### src/rtl/dc_data_array_param.sv
// N-way byte-maskable data line store with registered reads, a one-entry
// write staging buffer (read bypass, anti-starvation drain) and a zeroing sweep after reset.

module dc_data_array_way #(
  parameter int NUM_SETS   = 16,
  parameter int LINE_BYTES = 16,
  parameter int IDX_W      = 4
) (
  input  logic                        clk_i,
  input  logic                        we_i,
  input  logic [IDX_W-1:0]            widx_i,
  input  logic [LINE_BYTES-1:0]       wbe_i,
  input  logic [LINE_BYTES-1:0][7:0]  wdata_i,
  input  logic [IDX_W-1:0]            ridx_i,
  output logic [LINE_BYTES-1:0][7:0]  rdata_o
);
  logic [LINE_BYTES-1:0][7:0] mem_q [NUM_SETS];

  always_ff @(posedge clk_i) begin
    if (we_i) begin
      for (int b = 0; b < LINE_BYTES; b++)
        if (wbe_i[b]) mem_q[widx_i][b] <= wdata_i[b];
    end
  end

  assign rdata_o = mem_q[ridx_i];
endmodule

module dc_data_array_param #(
  parameter int NUM_WAYS     = 2,
  parameter int NUM_SETS     = 16,
  parameter int LINE_BYTES   = 16,
  parameter int STARVE_LIMIT = 4,
  localparam int IDX_W  = $clog2(NUM_SETS),
  localparam int LINE_W = 8 * LINE_BYTES,
  localparam int SW     = $clog2(STARVE_LIMIT + 1)
) (
  input  logic                           clk_i,
  input  logic                           rst_i,
  input  logic                           rd_req_i,
  output logic                           rd_ready_o,
  input  logic [IDX_W-1:0]               rd_index_i,
  output logic                           rd_valid_o,
  output logic [NUM_WAYS*LINE_W-1:0]     rd_data_o,
  input  logic                           wr_req_i,
  output logic                           wr_ready_o,
  input  logic [IDX_W-1:0]               wr_index_i,
  input  logic [NUM_WAYS*LINE_BYTES-1:0] wr_mask_i,
  input  logic [LINE_W-1:0]              wr_data_i,
  output logic                           init_done_o
);
  typedef enum logic {INIT, RUN} state_t;

  typedef logic [LINE_BYTES-1:0][7:0] line_t;

  state_t                               state_q;
  logic [IDX_W-1:0]                     sweep_q;
  logic                                 buf_full_q;
  logic [IDX_W-1:0]                     buf_idx_q;
  logic [NUM_WAYS-1:0][LINE_BYTES-1:0]  buf_mask_q;
  line_t                                buf_data_q;
  logic [SW-1:0]                        starve_q;
  logic                                 rd_valid_q;
  logic [NUM_WAYS-1:0][LINE_BYTES-1:0][7:0] rd_data_q, rd_data_d;

  logic run, force_drain, rd_acc, wr_acc, drain;

  assign run         = (state_q == RUN);
  assign force_drain = run & buf_full_q & (starve_q == SW'(STARVE_LIMIT));
  assign rd_ready_o  = run & ~force_drain;
  assign rd_acc      = rd_req_i & rd_ready_o;
  assign drain       = run & buf_full_q & ~rd_acc;
  assign wr_ready_o  = run & (~buf_full_q | drain);
  assign wr_acc      = wr_req_i & wr_ready_o;

  assign rd_valid_o  = rd_valid_q;
  assign rd_data_o   = rd_data_q;
  assign init_done_o = run;

  // Single array port: the sweep owns it in INIT, drains own it in RUN
  // (a drain never coincides with an accepted read).
  logic                                 arr_we;
  logic [IDX_W-1:0]                     arr_widx;
  logic [NUM_WAYS-1:0][LINE_BYTES-1:0]  arr_wbe;
  line_t                                arr_wdata;
  logic [NUM_WAYS-1:0][LINE_BYTES-1:0][7:0] arr_rdata;

  always_comb begin
    arr_we    = 1'b0;
    arr_widx  = buf_idx_q;
    arr_wbe   = buf_mask_q;
    arr_wdata = buf_data_q;
    if (!run) begin
      arr_we    = 1'b1;
      arr_widx  = sweep_q;
      arr_wbe   = '1;
      arr_wdata = '0;
    end else if (drain) begin
      arr_we    = 1'b1;
    end
  end

  for (genvar g = 0; g < NUM_WAYS; g++) begin : g_way
    dc_data_array_way #(
      .NUM_SETS  (NUM_SETS),
      .LINE_BYTES(LINE_BYTES),
      .IDX_W     (IDX_W)
    ) u_way (
      .clk_i  (clk_i),
      .we_i   (arr_we),
      .widx_i (arr_widx),
      .wbe_i  (arr_wbe[g]),
      .wdata_i(arr_wdata),
      .ridx_i (rd_index_i),
      .rdata_o(arr_rdata[g])
    );
  end

  // A read hitting the staged entry sees its masked bytes over the array.
  always_comb begin
    rd_data_d = arr_rdata;
    if (buf_full_q && (buf_idx_q == rd_index_i)) begin
      for (int w = 0; w < NUM_WAYS; w++)
        for (int b = 0; b < LINE_BYTES; b++)
          if (buf_mask_q[w][b]) rd_data_d[w][b] = buf_data_q[b];
    end
  end

  always_ff @(posedge clk_i or posedge rst_i) begin
    if (rst_i) begin
      state_q    <= INIT;
      sweep_q    <= '0;
      buf_full_q <= 1'b0;
      buf_idx_q  <= '0;
      buf_mask_q <= '0;
      buf_data_q <= '0;
      starve_q   <= '0;
      rd_valid_q <= 1'b0;
      rd_data_q  <= '0;
    end else begin
      case (state_q)
        INIT: begin
          rd_valid_q <= 1'b0;
          sweep_q    <= sweep_q + 1'b1;
          if (sweep_q == IDX_W'(NUM_SETS - 1)) state_q <= RUN;
        end
        default: begin
          rd_valid_q <= rd_acc;
          if (rd_acc) rd_data_q <= rd_data_d;
          if (wr_acc) begin
            buf_full_q <= 1'b1;
            buf_idx_q  <= wr_index_i;
            buf_mask_q <= wr_mask_i;
            buf_data_q <= wr_data_i;
          end else if (drain) begin
            buf_full_q <= 1'b0;
          end
          if (drain)                    starve_q <= '0;
          else if (buf_full_q && rd_acc) starve_q <= starve_q + 1'b1;
        end
      endcase
    end
  end
endmodule

### config.mk
export PLATFORM = sky130hd
export DESIGN_NAME = dc_data_array_param
export DESIGN_NICKNAME = d
export VERILOG_FILES = /design/src/rtl/dc_data_array_param.sv
export SDC_FILE = /design/constraint.sdc
export NUM_CORES = 2
export LEC_CHECK = 0
export CAP_MARGIN = 20
export CORE_AREA = 2 2 572 574
export DETAILED_ROUTE_END_ITERATION = 6
export DIE_AREA = 0 0 574 576
export PLACE_DENSITY = 0.75
export SLEW_MARGIN = 20
export SYNTH_ARGS = -nofsm -noshare
export SYNTH_HDL_FRONTEND = slang
export SYNTH_SLANG_ARGS = --single-unit
### constraint.sdc
create_clock -name clk_i -period 13.7 [get_ports clk_i]
set_clock_uncertainty 0.1 [all_clocks]
set_input_delay 1.37 -clock clk_i [delete_from_list [all_inputs] [get_ports clk_i]]
set_output_delay 1.37 -clock clk_i [all_outputs]
set_load 0.01 [all_outputs]
**Yosys cells after proc, flatten, opt, wreduce, memory -nomap -nowiden**

Memory sizes are Yosys's and may differ from the RTL's.
Index checks and enable logic that the tools add are counted.

- Bitwise logic cells: 11
- $add $sub $neg: 2
- Mux-type cells: 141
- Equality and inequality tests: 3
- Reduce and logical (&&, ||, !) cells: 8

Operator list:

| operator | count |
|---|---|
| 256-bit two-way mux | 1 |
| 8-bit two-way mux | 32 |
| 128-bit two-way mux | 1 |
| 1-bit two-way mux | 103 |
| 32-bit two-way mux | 1 |
| 2-bit AND reduction | 4 |
| 1-bit AND | 7 |
| 3-bit two-way mux | 2 |
| 4-bit by 1-bit adder with 4-bit output, second input constant | 1 |
| 4-bit == test | 1 |
| 4-bit == test, second input constant | 1 |
| 4-bit two-way mux | 1 |
| 2-bit nonzero test | 2 |
| 3-bit by 1-bit adder with 3-bit output, second input constant | 1 |
| 3-bit == test, second input constant | 1 |
| 1-bit inverter | 3 |
| 1-bit logical AND | 2 |
| 1-bit OR | 1 |

- Memories: 2
- Logic and storage cells: 223
- Input bits: 172
- Register bits: 430
- Output and inout bits: 260
- Memory bits (writable): 4096

Memories:

| name | words | width | rd ports | clocked after Yosys merged registers in | write ports | RTL line | text |
|---|---|---|---|---|---|---|---|
| g_way[0].u_way.mem_q | 16 | 128 | 1 | 0 | 1 | 17 | `logic [LINE_BYTES-1:0][7:0] mem_q [NUM_SETS];` |
| g_way[1].u_way.mem_q | 16 | 128 | 1 | 0 | 1 | 17 |  |

**Depth between registers and ports, before layout**

- Depth after elaboration: 12
- Gate-level depth with buffers: 9
- Depth with buffers taken out: 7

**Modules after synthesis**

A second synthesis with hierarchy kept.

- Cells, all modules: 9140
- Area, all modules: 177068.6 sq um

By module, submodules not included:

| module | cells each | area each (sq um) | instances | sequential area each (sq um) |
|---|---|---|---|---|
| dc_data_array_way | 3524 | 78118.7 | 2 | 61499.0 |
| dc_data_array_param | 2092 | 20831.2 | 1 | 10760.3 |

**Worst setup path before layout**

OpenSTA, ideal clock, no wires.

- Path kind: in2out
- Start: in rd_req_i
- End: out wr_ready_o
- Path slack: 10.312 ns
- Required time: 12.230 ns
- Path buffers: 1
- Arrival time: 1.918 ns
- Stages: 4
- Cell sequence: buf_2 nand3_2 inv_2 a21oi_1

- Cells in the longest elaborated chain, start to end: 5

Ends and longest elaborated chain:

| what | RTL line | text |
|---|---|---|
| from (decl) | 40 | `input logic rd_req_i,` |
| 1-bit AND | 71 | `assign rd_acc = rd_req_i & rd_ready_o;` |
| 1-bit inverter | 72 | `assign drain = run & buf_full_q & ~rd_acc;` |
| 1-bit AND | 72 |  |
| 1-bit OR | 73 | `assign wr_ready_o = run & (~buf_full_q \| drain);` |
| 1-bit AND | 73 |  |
| to (decl) | 46 | `output logic wr_ready_o,` |

No other way between the ends.

**Worst setup path in the final report**

- Start: reg state_q (netlist: init_done_o)
- End: out wr_ready_o

- Cells in the longest elaborated chain, start to end: 9

Ends and longest elaborated chain:

| what | RTL line | text |
|---|---|---|
| from (decl) | 56 | `state_t state_q;` |
| from (signal assigned) | 131 | `state_q <= INIT;` |
| from (signal assigned) | 145 | `if (sweep_q == IDX_W'(NUM_SETS - 1)) state_q <= RUN;` |
| 1-bit AND | 69, 72 |  |
| 1-bit AND | 69 | `assign force_drain = run & buf_full_q & (starve_q == SW'(STARVE_LIMIT));` |
| 1-bit inverter | 70 | `assign rd_ready_o = run & ~force_drain;` |
| 1-bit AND | 70 |  |
| 1-bit AND | 71 |  |
| 1-bit inverter | 72 |  |
| 1-bit AND | 72 |  |
| 1-bit OR | 73 |  |
| 1-bit AND (*) | 73 |  |

Every way passes the cells marked *; elsewhere a longest branch is shown, timed or not.

==> results.md <==
- Longest Clk Path Bufs: 4
- Root Buffer: clkbuf_16
- Ys flop type: edfxtp_1
- Grt total ovfl: 0
- Crit Path Class: reg -> out
- Cells after synthesis: 9109
- CORE AREA: roughly 330000 um2
- Asr flop ratio synth: under 10%
- Post-Syn Nets: 9284
- Slew margin rel.: 12.59%
- LEAKAGE: 64.59 nW
- Via density: 6.709
- # hold bufs at CTS: 0
- Worst path required time: 12.23 ns
- Residual DRC: 0
- Final setup vio count: 0
- Power Total: 31.63 mW
- Most common cell after layout, fill and taps aside: edfxtp_1
- Seq cells post-synth: around 4.5k
- Post-Route WL: 466800 um
- Critical Path End Type: primary output
- Final ANT Viol Nets: 0
- Final Wtd Congestion: 0.8586
- Slew of the pin with the lowest slew margin: 1.311 ns
- Via count: 94.99k
- CP max FO: 34
- Largest net degree at the start of global routing: 161
- Synth cell types: 36
- CTS buffer count: 432
- Worst vdd ir: 0.1227 mV
- Fill cells: 21.78k
- Antenna violations before repair: 32
- Share of cells above drive strength 1: 21.35%
- Count of input and output buffers: 431
- Yosys warnings: 0
- Vias in the first global route: 94.29k
- Nets: 9581
- Mapped Avg Cell Area: 19.54 um2
- Power per cell area: 157.6 nW/um2
- CP Launch Type: flop
- Leading area contributor after synthesis: edfxtp_1
- CTS sink count: roughly 4.5k
- Reg2Reg Setup Slack: 8.46 ns
- Clock slew at reported path FFs: around 0.070 ns
- Max Cap Viol: 0
- Die width: 574 um
- Hold Path Class: reg -> reg
- GRT Util Overall: about 28%
- Final HPWL DP: roughly 280000 um
- Post-Syn Area: 177900 um2
- Area grow syn2layout: 12.78%
- Max Slew Vio Count: 0
- Area after DPL: between 150000 and 200000 um2
- CP arrival: 4.55 ns
- Setup bufs post-CTS: 0
- EDFF count, synth: about 4.1k
- Seq/Total Area, Yosys: 75.17%
- Time the worst path needs with I/O delays and setup: 6.022 ns
- Detailed Route Iter0 Violations: 13.53k
- Chip height: 576 um
- Clock latency at the later pin of the worst-skew pair: 1.00 ns
- Leading post-synthesis cells by cell area: edfxtp_1, mux4_2, dfrtp_1, a22o_1, nor2_1
- Starting Density: 54.71%
- Final hold slack: 0.4010 ns
- Yosys top cell area share: 69.12%
- Final setup TNS: 0 ns
- Die area: 330600 um2
- DRT Pass-1 Iters: 7
- Rows: 210
- Hold Violations, Final: 0
- Final Cell Area: 200700 um2
- H-tree levels: 5
- Tcrit/Tclk final: 43.96%
- TritonCTS clock tree: yes
- RSZ-0062 raised after global routing: false
- Post-cts gate resize count: 0
- Most frequent cells in the layout: edfxtp_1, mux4_2, nor2_1
- I/O pins: around 430
- Global-route wire length before repair: 673100 um
- Routed length per instance: 32.98 um
- FMAX: approximately 170 MHz
- Outcome: finished, final reports clean
-- layer usage --
layer | vias to the layer above | routed length (um) | share of wire [%] | global-route usage (%)
li1 | 38040 | - | - | -
met1 | 49530 | 169700 | 36 | 38.01
met2 | 6390 | 222300 | 48 | 43.21
met3 | 1025 | 50960 | 11 | 6.482
met4 | 8 | 23920 | 5.1 | 13.21
met5 | - | 56 | 0.012 | 0
-- worst paths after layout --
check                                from                          to  cells after the start
min in group asynchronous           rst_i              buf_data_q[59]                      2
hold / removal             buf_data_q[24]              buf_data_q[24]                      1
max in group asynchronous           rst_i              rd_data_o[249]                      5
hold reg to reg            buf_data_q[24]              buf_data_q[24]                      1
setup reg to reg              init_done_o  g_way[1].u_way.mem_q[1][2]                      6
setup / recovery              init_done_o                  wr_ready_o                      4
-- cells in the mapped netlist (20+ instances only) --
| cell type | instances |
|---|---|
| a21oi_1 | 35 |
| a22o_1 | 512 |
| a31o_2 | 32 |
| a31oi_1 | 256 |
| a41oi_1 | 256 |
| and2_1 | 131 |
| and4_1 | 128 |
| buf_1 | 24 |
| buf_2 | 181 |
| buf_4 | 26 |
| clkbuf_1 | 450 |
| dfrtp_1 | 430 |
| edfxtp_1 | 4096 |
| inv_1 | 262 |
| mux2_1 | 91 |
| mux2_2 | 74 |
| mux4_2 | 1024 |
| nand2_1 | 26 |
| nor2_1 | 772 |
| o21ai_0 | 240 |
| o21ai_1 | 20 |
-- registers in the layout, summed over array words and instances (netlist names) --
signal,cells
buf_data_q,128
buf_full_q,1
buf_idx_q,4
buf_mask_q,32
g_way.u_way.mem_q,4096
init_done_o,1
rd_data_o,256
rd_valid_o,1
starve_q,3
sweep_q,4
-- worst max-delay path: stages, from the launching register on --
cell	delay, ns
dfrtp_4	0.78
clkinv_2	1.04
buf_4	0.71
a21oi_1	0.23
clkdlybuf4s50_1	0.75
-- area by class of cell --
class                   instances  area, um2  share of cell area [%]
clock inverters               260       2730                   1.360
well taps                    4346       5438                   2.710
clock buffers                 546      11610                   5.786
diodes                         33      82.58                 0.04115
flip-flops and latches       4526     133800                   66.65
multi-input cells            3629      40640                   20.25
repair buffers                554       5431                   2.706
inverters                     263      996.0                  0.4963
-- cells by family (layout without fill, tap and decap cells) --
| group | Yosys count | in the layout | share of synthesized area (%) |
|---|---|---|---|
| buffers and inverters | 954 | 1623 | 2.237 |
| xor gates and xnor gates | 8 | 8 | 0.03937 |
| AOI/OAI and AO/OA | 1358 | 1358 | 5.702 |
| adders and majority gates | 3 | 3 | 0.02110 |
| DFF | 4526 | 4526 | 75.17 |
| muxes | 1189 | 1189 | 14.00 |
| other | 0 | 33 | 0 |
| and+or+nand+nor | 1071 | 1071 | 2.830 |
-- report_power, final --
part,leakage (nW),switching (mW),total (mW),internal (mW)
registers,42.1,0.411,16.4,16.0
clock network,6.99,5.24,12.1,6.86
logic,15.5,2.12,3.14,1.02
total,64.6,7.77,31.6,23.9
-- stage by stage --
stage | utilization (%) | worst slack [ns] | std cells
after floorplan | - | 0.2550 | 9109
after global placement | 57.16 | 7.647 | 13310
after global routing | 61.68 | 7.762 | 14140
final | 61.70 | 7.678 | 14160
after detailed placement | 57.17 | 7.626 | 13320
after CTS | 61.58 | 7.738 | 14120
Note: power is estimated with default switching activity, not from simulation.
